<file path="src/rtl/mem_resp_pkg.sv">
// Shared types and default sizing for the scratch-memory responder.
package mem_resp_pkg;

  localparam int DEF_DEPTH = 8;
  localparam int DEF_AW    = 3;
  localparam int DEF_DW    = 32;

  typedef enum logic [1:0] {
    IDLE,
    ACCESS,
    RESP
  } state_t;

endpackage

</file>
<file path="src/rtl/mem_resp_ram.sv">
// DEPTH x DW word array: async active-low clear, synchronous write, combinational read.
module mem_resp_ram
  import mem_resp_pkg::*;
#(
  parameter int DEPTH = DEF_DEPTH,
  parameter int AW    = DEF_AW,
  parameter int DW    = DEF_DW
) (
  input  logic          clk,
  input  logic          rst,
  input  logic          we,
  input  logic [AW-1:0] addr,
  input  logic [DW-1:0] wdata,
  output logic [DW-1:0] rdata
);

  localparam logic [AW:0] DEPTH_W = (AW+1)'(DEPTH);

  logic [DW-1:0] mem [DEPTH];
  logic          addr_ok;

  assign addr_ok = ({1'b0, addr} < DEPTH_W);

  always_ff @(posedge clk or negedge rst) begin
    if (!rst) begin
      for (int i = 0; i < DEPTH; i++) begin
        mem[i] <= '0;
      end
    end else if (we && addr_ok) begin
      mem[addr] <= wdata;
    end
  end

  // Unimplemented addresses read as zero instead of indexing past the array.
  always_comb begin
    rdata = '0;
    if (addr_ok) begin
      rdata = mem[addr];
    end
  end

endmodule

</file>
<file path="src/rtl/mem_responder.sv">
// Responder for the 8-word scratch-memory protocol: request handshake, one access cycle, held response.
// Optional feature: define MEM_RESP_LSB_CLR_EN to force bit 0 of every written word to 0.
module mem_responder
  import mem_resp_pkg::*;
#(
  parameter int DEPTH = DEF_DEPTH,
  parameter int AW    = DEF_AW,
  parameter int DW    = DEF_DW
) (
  input  logic          clk,
  input  logic          rst,
  input  logic          req_valid,
  output logic          req_ready,
  input  logic          req_write,
  input  logic [AW-1:0] req_addr,
  input  logic [DW-1:0] req_wdata,
  output logic          resp_valid,
  input  logic          resp_ready,
  output logic          resp_write,
  output logic [DW-1:0] resp_rdata,
  output logic          resp_err,
  output logic          busy
);

  localparam logic [AW:0] DEPTH_W = (AW+1)'(DEPTH);

  state_t        state_q, state_d;
  logic          wr_q, wr_d;
  logic [AW-1:0] addr_q, addr_d;
  logic [DW-1:0] wdata_q, wdata_d;
  logic          resp_valid_q, resp_valid_d;
  logic          resp_write_q, resp_write_d;
  logic [DW-1:0] resp_rdata_q, resp_rdata_d;
  logic          resp_err_q, resp_err_d;

  logic          in_range;
  logic [DW-1:0] stored_value;
  logic          ram_we;
  logic [DW-1:0] ram_rdata;

  assign in_range = ({1'b0, addr_q} < DEPTH_W);

`ifdef MEM_RESP_LSB_CLR_EN
  assign stored_value = {wdata_q[DW-1:1], 1'b0};
`else
  assign stored_value = wdata_q;
`endif

  assign ram_we = (state_q == ACCESS) && wr_q && in_range;

  mem_resp_ram #(
    .DEPTH (DEPTH),
    .AW    (AW),
    .DW    (DW)
  ) u_ram (
    .clk   (clk),
    .rst   (rst),
    .we    (ram_we),
    .addr  (addr_q),
    .wdata (stored_value),
    .rdata (ram_rdata)
  );

  always_comb begin
    state_d      = state_q;
    wr_d         = wr_q;
    addr_d       = addr_q;
    wdata_d      = wdata_q;
    resp_valid_d = resp_valid_q;
    resp_write_d = resp_write_q;
    resp_rdata_d = resp_rdata_q;
    resp_err_d   = resp_err_q;
    case (state_q)
      IDLE: begin
        if (req_valid) begin
          wr_d    = req_write;
          addr_d  = req_addr;
          wdata_d = req_wdata;
          state_d = ACCESS;
        end
      end
      ACCESS: begin
        resp_valid_d = 1'b1;
        resp_write_d = wr_q;
        if (in_range) begin
          resp_rdata_d = wr_q ? stored_value : ram_rdata;
          resp_err_d   = 1'b0;
        end else begin
          resp_rdata_d = '0;
          resp_err_d   = 1'b1;
        end
        state_d = RESP;
      end
      RESP: begin
        if (resp_ready) begin
          resp_valid_d = 1'b0;
          state_d      = IDLE;
        end
      end
      default: state_d = IDLE;
    endcase
  end

  always_ff @(posedge clk or negedge rst) begin
    if (!rst) begin
      state_q      <= IDLE;
      wr_q         <= 1'b0;
      addr_q       <= '0;
      wdata_q      <= '0;
      resp_valid_q <= 1'b0;
      resp_write_q <= 1'b0;
      resp_rdata_q <= '0;
      resp_err_q   <= 1'b0;
    end else begin
      state_q      <= state_d;
      wr_q         <= wr_d;
      addr_q       <= addr_d;
      wdata_q      <= wdata_d;
      resp_valid_q <= resp_valid_d;
      resp_write_q <= resp_write_d;
      resp_rdata_q <= resp_rdata_d;
      resp_err_q   <= resp_err_d;
    end
  end

  // Ready depends on state alone so the initiator can never form a combinational loop.
  assign req_ready  = (state_q == IDLE);
  assign busy       = (state_q != IDLE);
  assign resp_valid = resp_valid_q;
  assign resp_write = resp_write_q;
  assign resp_rdata = resp_rdata_q;
  assign resp_err   = resp_err_q;

endmodule

</file>
<file path="config.mk">
export PLATFORM = sky130hd
export DESIGN_NAME = mem_responder
export DESIGN_NICKNAME = d
export VERILOG_FILES = /design/src/rtl/mem_resp_pkg.sv /design/src/rtl/mem_resp_ram.sv /design/src/rtl/mem_responder.sv
export SDC_FILE = /design/constraint.sdc
export NUM_CORES = 1
export LEC_CHECK = 0
export CORE_MARGIN = 5
export CORE_UTILIZATION = 49
export DETAILED_ROUTE_END_ITERATION = 6
export GPL_TIMING_DRIVEN = 0
export MAX_ROUTING_LAYER = met4
export PLACE_DENSITY = 0.71
export SYNTH_ARGS = -nofsm -noshare
export SYNTH_HDL_FRONTEND = slang
export SYNTH_SLANG_ARGS = --single-unit
export TNS_END_PERCENT = 5
</file>
<file path="constraint.sdc">
create_clock -name clk -period 1.65 [get_ports clk]
set_input_delay 0.4125 -clock clk [delete_from_list [all_inputs] [get_ports clk]]
set_output_delay 0.4125 -clock clk [all_outputs]
set_load 0.005 [all_outputs]
</file>
* Word level (Yosys, flattened, before mapping)
Cells that the tools add are included.
** Operators by class
- Magnitude comparators :: 2
- Equality and inequality tests :: 4
- Multiplexer cells :: 12
- Bitwise gates (word level) :: 1
- Reduce and logical (&&, ||, !) cells :: 8
** Operator list (number)
- 256-bit bitwise mux :: 1
- 32-bit 2-to-1 mux :: 4
- 32-bit binary-select mux with 3-bit select :: 1
- 32-bit demux with 3-bit select :: 1
- 2-bit one-hot mux with 3 select lines :: 1
- 2-bit AND reduction :: 3
- 4-bit >= comparator, second input constant :: 1
- 4-bit by 1-bit less-than comparator with 1-bit output, second input constant :: 1
- 2-bit 2-to-1 mux :: 2
- 2-bit != test, second input constant :: 2
- 3-bit NOT with 4-bit output :: 1
- 2-bit nonzero test :: 2
- 2-bit by 1-bit == test with 1-bit output, second input constant :: 1
- 2-bit == test, second input constant :: 1
- 1-bit logical AND :: 2
- 2-bit zero test :: 1
- 1-bit one-hot mux with 2 select lines :: 1
- 1-bit 2-to-1 mux :: 1
** Storage, ports and cells
- Bits in registers :: 328
- Output and inout port bits :: 37
- Logic and storage cells :: 42

* Depth between registers and ports, before layout
Gate-level depths: netlist of the first run.
- Depth after elaboration :: 6
- Mapped depth :: 7
- Gate-level depth less buffers :: 5

* Cells and area by module
From an unflattened synthesis of the first run, not the netlist that was laid out.
** Second synthesis, totals
- Cell total of the unflattened synthesis :: 1003
- Area total of the unflattened synthesis :: 14999.4 um2
** By module, submodules not included
- mem_resp_ram :: instances 1, cells an instance 806, area an instance 11627.4 um2, sequential area each 6406.1 um2
- mem_responder :: instances 1, cells an instance 197, area an instance 3372.0 um2, sequential area each 1801.7 um2

* Worst setup path after synthesis of the first run
No wires, ideal clock.
- Path kind :: reg2reg
- Start :: reg state_q[1]
- End :: reg wdata_q[15] (netlist: stored_value[15])
- Setup time :: 125 ps
- Data arrival time :: 1570 ps
- Data required time :: 1525 ps
- Path slack :: -45 ps
- Stages on the path, launching flop included :: 7
- Clock period less this slack :: 1695 ps
- Cells stage by stage :: dfrtp_1 -> or2_2 -> inv_1 -> and2_1 -> buf_4 -> buf_4 -> mux2_2
** On the way
- Cells in the longest elaborated chain, start to end :: 2
** Ends and longest elaborated chain
- start: declaration :: RTL line mem_responder.sv:27 : state_t state_q, state_d;
- start signal: assignment :: RTL line mem_responder.sv:115 : state_q <= state_d;
- 2-bit zero test
- net req_ready :: RTL line mem_responder.sv:13 : output logic req_ready,
- 2-bit AND reduction (no line)
- end signal: assignment :: RTL line mem_responder.sv:118 : wdata_q <= wdata_d;
- end: declaration :: RTL line mem_responder.sv:30 : logic [DW-1:0] wdata_q, wdata_d;
The timed path passes the listed nets, and every way through them passes these cells.
A chain may end at the register's enable or synchronous reset.

* Worst setup path in the final report of the first run
- Start :: reg state_q[1]
- End :: reg u_ram.mem[177] (netlist bit)
** On the way
- Cells in the longest elaborated chain, start to end :: 2
** Ends and longest elaborated chain
- 2-bit by 1-bit == test with 1-bit output :: RTL line mem_responder.sv:49 : assign ram_we = (state_q == ACCESS) && wr_q && in_range;
- 1-bit logical AND :: RTL line mem_responder.sv:49
- end signal: indexed assignment :: RTL line mem_resp_ram.sv:30 : mem[addr] <= wdata;
- end: declaration :: RTL line mem_resp_ram.sv:19 : logic [DW-1:0] mem [DEPTH];
No other way between the ends.

==> results.yml, run 1 <==
status:
  violations: "negative hold slack, negative setup slack"
  run_status: "complete, but fails checks"
cts:
  cts_tree: "done"
  holdBufCountCts: 3
  clockBufferDepth: 3
  cts_root_buf: "clkbuf_16"
  path_clk_slew_ns: 0.06
  h-tree-depth: 2
  clk_latency_ns: 0.52
  cts_buffers: 36
  clock-sinks: 328
setup_path:
  cp_max_fo: 8
  path_class: "flop to flop"
  required_ns: 2.05
  cp_slowest_stage_delay_ns: 0.44
  cpMostUsedCell: "buf_12"
  cp-startpoint: "state_q[1]$_DFFE_PN0P_"
  critPathArrivalTime_ns: 2.38
  rr_startpoint: "state_q[1]$_DFFE_PN0P_"
  critPathLaunchType: "flop"
  end_kind: "flop"
  worstPathCellList: "buf_6, nand3b_1, or3_4, buf_12, buf_12, mux2_4"
  crit_path_top_delay_cell: "or3_4"
  reg2reg_slack_ns: -0.32
yosys:
  yosysTopAreaCell: "dfrtp_1"
  yosysTopAreaCellShare: 0.554
  yosys-top-cells-area: "dfrtp_1 55%, mux2_2 21%, mux2i_1 3.2%, mux2_4 2.8%, nand3b_1 1.6%"
  ys.warnings.count: 0
  async_flop_share: 1.00
  ys_ff_latch: 328
  synth_edf_count: 0
  synth_ff_type: "dfrtp_1"
  syn_area_per_cell_sq_um: 13.5
  synth_nets: 1141
  yosysSeqAreaShare: 0.554
  syn_area_sq_um: 14800
  syn-instance-count: 1101
  ys_types: 46
final_layout:
  fin_cells: 1656
  diodes: 0
  syn_to_final_growth_pct: 25.1
  drive_gt1_frac: 0.405
  nNetsFinal: 1279
  fin_util: 0.623
sta:
  slew_headroom: 0.406
  maxSlewViolCount: 0
  finalSetupViolations: 291
  hold_viol: 92
  fin_crit_sh: 1.20
  clock_skew_ns: 0.0204
  layout_min_cycle_time_ns: 1.97
  max_freq_mhz: 507
  setup_ws_ns: -0.323
  whs_ns: -0.174
  rsz0062_at_grt: "yes"
  tightest_slew_ns: 0.891
place:
  port_buffers: 75
  hpwl_um: 26100
  place_inst: 1568
  place_congestion: 0.908
routing:
  drcViolationCount: 0
  wl_um: 43200
  wl_per_cell_um: 26.1
  ant_nets: 0
  num_vias: 10000
  drt_first_pass_iters: 5
  viasPerCell: 6.07
  drt-initial-drc-count: 722
global_route:
  antenna_found_initial: 0
  grt_usage: 0.262
  overflow: 0
  grt_max_degree: 115
  first_global_vias: 10600
  grt_pass1_wl_um: 65100
min_path:
  hold_class: "input port to asynchronous set/reset pin"
die:
  die-area_sq_um: 33800
  die_h_um: 184
  ios: 77
  core_region_area_sq_um: 29700
  start_util: 0.498
  rows: 63
  dieWidth_um: 184
power:
  p_per_area_nw_per_um2: 2040
  vdd_drop_max_v: 0.000824
  power_leakage_nw: 8.49
job:
  maxCapViolCount: 0
-- metrics by stage --
step	setup TNS, ns	cell area (sq um)	setup slack, ns	power, mW
floorplan	-1.16	14800	-0.0148	21.8
global placement	-4698.78	16100	-14.05	26.7
detailed placement	-155.69	16100	-0.720	27.0
CTS	-44.04	18400	-0.300	37.2
global route	-62.97	18500	-0.336	39.4
finish	-53.19	18500	-0.323	37.8
-- report_power, final --
part | switching [mW] | internal [mW]
Sequential | 1.83 | 11.5
Combinational | 8.13 | 7.70
Clock | 3.27 | 5.36
Total | 13.2 | 24.5
-- critical path: cells and delay by family, from the launching register on --
kind | cells | cell delay, ns
DFF | 1 | 0.41
and+or+nand+nor | 2 | 0.68
muxes | 1 | 0.30
buffers and inverters | 3 | 0.46
-- final timing paths --
check	endpoint	depth (start not counted)
setup / recovery	u_ram.mem[177]$_DFFE_PN0P_	6
hold / removal	u_ram.mem[101]$_DFFE_PN0P_	1
setup reg to reg	u_ram.mem[177]$_DFFE_PN0P_	6
hold reg to reg	resp_write$_DFFE_PN0N_	2
max in group asynchronous	u_ram.mem[88]$_DFFE_PN0P_	3
min in group clk	resp_write$_DFFE_PN0N_	2
-- cells in the final DEF (no fill, tap or decap), types with 9 or more instances in the layout --
cell / instances
dfrtp_1: 327
mux2_2: 225
mux2_4: 76
mux2i_1: 46
o21ai_0: 40
a21oi_1: 38
clkbuf_16: 38
clkdlybuf4s50_1: 38
nand3b_1: 32
buf_1: 32
dlygate4sd2_1: 30
buf_6: 29
buf_4: 27
buf_12: 19
nand2_1: 18
clkbuf_8: 15
o2bb2ai_1: 13
a22oi_1: 13
a221o_1: 12
a221oi_1: 12
a31oi_1: 12
nor2b_1: 11
a211oi_1: 11
a2bb2oi_1: 10
or2_2: 9
clkbuf_1: 9
-- state kept, by name (all words and copies together) (netlist names) --
register      cells
addr_q            3
stored_value     32
u_ram.mem       256
resp_valid        1
resp_rdata       32
state_q           2
resp_write        1
wr_q              1
-- cells in the mapped netlist, types with 12 or more instances --
library cell    n
dfrtp_1       328
mux2_2        273
mux2i_1        47
a21oi_1        40
o21ai_0        40
buf_1          35
buf_2          34
nand3b_1       32
mux2_4         28
nand2_1        22
clkbuf_1       19
a221oi_1       17
buf_4          17
nor2b_1        14
a22oi_1        13
o2bb2ai_1      13
a221o_1        12
a2bb2oi_1      12
a31oi_1        12
-- per-layer routing --
metal | part of all wire | vias to the layer above | global-route usage
met1 | 0.43 | 5239 | 0.353
met3 | 0.070 | 104 | 0.0453
met4 | 0.031 | 0 | 0.0864
met5 | 0 | - | -
li1 | - | 4286 | -
met2 | 0.47 | 417 | 0.406
-- logic make-up after synthesis --
logic type / count (synthesis) / synth area share
multiplexers: 356 / 0.275
other: 1 / 0.000253
AO/OA/AOI/OAI: 185 / 0.0854
flip-flops: 328 / 0.554
AND/OR/NAND/NOR: 117 / 0.0471
buffers and inverters: 114 / 0.0386
-- layout make-up --
cell class | instances | area [sq um]
clock buffer | 54 | 1090
sequential | 328 | 8210
tap | 390 | 488
inverter | 4 | 17.5
buffer | 108 | 1100
fill | 2250 | 11200
timing repair buffer | 102 | 1030
clock inverter | 11 | 188
multi-input combinational | 659 | 6410
-- what timing repair did --
action	CTS	global route
endpoints found under the hold margin	3	92
setup endpoints to repair	356	405
pin swaps	9	3
cloned	2	0
setup buffers	18	2
gates resized for setup	285	32
Note: power is estimated with default switching activity, not from simulation.
==> inputs of run 2 (changes only) <==
--- a/config.mk
+++ b/config.mk
@@ -5,12 +5,16 @@
 export SDC_FILE = /design/constraint.sdc
 export NUM_CORES = 1
 export LEC_CHECK = 0
+export ABC_CLOCK_PERIOD_IN_PS = 1650
+export CELL_PAD_IN_SITES_DETAIL_PLACEMENT = 1
+export CELL_PAD_IN_SITES_GLOBAL_PLACEMENT = 1
 export CORE_MARGIN = 5
-export CORE_UTILIZATION = 49
+export CORE_UTILIZATION = 45
+export CTS_CLUSTER_SIZE = 40
 export DETAILED_ROUTE_END_ITERATION = 6
 export GPL_TIMING_DRIVEN = 0
 export MAX_ROUTING_LAYER = met4
-export PLACE_DENSITY = 0.71
+export PLACE_DENSITY = 0.77
 export SYNTH_ARGS = -nofsm -noshare
 export SYNTH_HDL_FRONTEND = slang
 export SYNTH_SLANG_ARGS = --single-unit
==> results.yml, run 2 (synthesis results as in run 1) <==
routing:
  viasPerCell: 6.19
  num_vias: 10600
  ant_nets: 0
  wl_um: 53600
  drt-initial-drc-count: 873
  drcViolationCount: 0
  drt_first_pass_iters: 5
  wl_per_cell_um: 31.4
setup_path:
  worstPathCellList: "and2b_2, nand3_4, buf_6, nor2_4, buf_12, buf_12, mux2_2"
  cp_slowest_stage_delay_ns: 0.43
  critPathArrivalTime_ns: 2.34
  required_ns: 2.05
  cpMostUsedCell: "buf_12"
  end_kind: "flop"
  path_class: "flop to flop"
  crit_family: "simple AND/OR/NAND/NOR gates"
  cp_num_buf_inv: 3
  cp_max_fo: 10
  crit_path_top_delay_cell: "dfrtp_1"
  critPathLaunchType: "flop"
cts:
  cts_buffers: 36
  h-tree-depth: 2
  cts_root_buf: "clkbuf_16"
  clk_latency_ns: 0.52
  clockBufferDepth: 3
  path_clk_slew_ns: 0.06
  cts_tree: "done"
  clock-sinks: 328
place:
  dpl-instance-area_sq_um: 16200
  hpwl_um: 28500
  dp_worst_setup_slack_ns: -0.837
  place_congestion: 0.864
  port_buffers: 75
status:
  violations: "negative hold slack, negative setup slack"
  run_status: "complete, but fails checks"
job:
  maxCapViolCount: 0
global_route:
  antenna_found_initial: 0
  grt_usage: 0.284
  first_global_vias: 11400
  grt_pass1_wl_um: 75000
  grt_max_degree: 121
  overflow: 0
min_path:
  hold_class: "input port to asynchronous set/reset pin"
sta:
  hold_viol: 19
  slew_headroom: 0.365
  maxSlewViolCount: 0
  whs_ns: -0.0657
  finalSetupViolations: 304
  clock_skew_ns: 0.0119
  setup_ws_ns: -0.283
  max_freq_mhz: 517
  layout_min_cycle_time_ns: 1.93
  fin_crit_sh: 1.17
  rsz0062_at_grt: "yes"
  tightest_slew_ns: 0.953
  tns_ns: -55.21
final_layout:
  nNetsFinal: 1285
  drive_gt1_frac: 0.419
  fin_area_sq_um: 19000
  layout_common_cells: "326 x dfrtp_1, 157 x mux2_2, 149 x mux2_4"
  largest_reg_flops: 256
  syn_to_final_growth_pct: 28.3
  fill_cells: 3138
  final_common_cell: "dfrtp_1"
  max_flop_register: "u_ram.mem"
die:
  die-area_sq_um: 36600
  rows: 66
  ios: 77
  dieWidth_um: 191
  start_util: 0.455
  die_h_um: 191
  core_region_area_sq_um: 32500
power:
  power_leakage_nw: 8.63
  p_per_area_nw_per_um2: 2060
  finalPower_mw: 39.1
  vdd_drop_max_v: 0.000839
run 2: cell count changes in the layout (fill, tap and decap cells not counted), sizes merged:
cell | previous run | this run
bufinv | 5 | 1
clkdlybuf4s15 | 5 | 0
clkinv | 4 | 3
bufbuf | 0 | 1
clkbuf | 67 | 75
diode | 0 | 1
dlygate4sd2 | 30 | 34
inv | 6 | 4
dlygate4sd3 | 3 | 0
buf | 121 | 122
run 2: per-stage QoR:
step / hold WS, ns / utilization / std cells
finish: -0.0657 / 0.584 / 1708
CTS: 0.0127 / 0.565 / 1700
detailed placement: 0.481 / 0.498 / 1620
global route: 0.0339 / 0.584 / 1707
floorplan: 0.117 / - / 1101
global placement: 0.466 / 0.496 / 1618
run 2: final cells by class:
class,count,area (sq um),share of cell area
Clock buffer,54,1050,0.0552
Inverter,4,15.0,0.000790
Sequential cell,328,8210,0.432
Antenna cell,1,2.50,0.000132
Timing Repair Buffer,108,1200,0.0634
Clock inverter,4,45.0,0.00237
Buffer,108,1160,0.0611
Tap cell,442,553,0.0291
Multi-Input combinational cell,659,6760,0.356
run 2: metal layers:
layer | vias up | wire (um) | global-route usage | share of wire
li1 | 4297 | - | - | -
met1 | 5655 | 21500 | 0.357 | 0.40
met2 | 434 | 26100 | 0.445 | 0.49
met3 | 178 | 3500 | 0.0603 | 0.065
met4 | 0 | 2530 | 0.126 | 0.047
met5 | - | 0 | - | 0
run 2: power breakdown:
group	leakage [nW]	switching (mW)	internal [mW]
Clock	0.538	3.33	4.52
Sequential	4.19	2.22	11.5
Combinational	3.91	9.24	8.31
run 2: worst paths after layout:
check | start | to | slack, ns | depth (start not counted)
worst max-delay path | state_q[1]$_DFFE_PN0P_ | u_ram.mem[74]$_DFFE_PN0P_ | -0.28 | 7
max in group asynchronous | rst | u_ram.mem[149]$_DFFE_PN0P_ | 0.53 | 2
worst min-delay path | rst | stored_value[6]$_DFFE_PN0P_ | -0.07 | 1
worst min register to register | u_ram.mem[193]$_DFFE_PN0P_ | u_ram.mem[193]$_DFFE_PN0P_ | 0.50 | 1
min in group clk | u_ram.mem[193]$_DFFE_PN0P_ | u_ram.mem[193]$_DFFE_PN0P_ | 0.50 | 1
worst max register to register | state_q[1]$_DFFE_PN0P_ | u_ram.mem[74]$_DFFE_PN0P_ | -0.28 | 7
run 2: repair_timing:
action                                  4_1_cts  5_1_grt
resized for setup                           294      127
setup buffers                                20        3
endpoints found under the setup margin      347      315
hold buffers                                  0        0
pin swaps                                    12       13
cloned                                        4        4
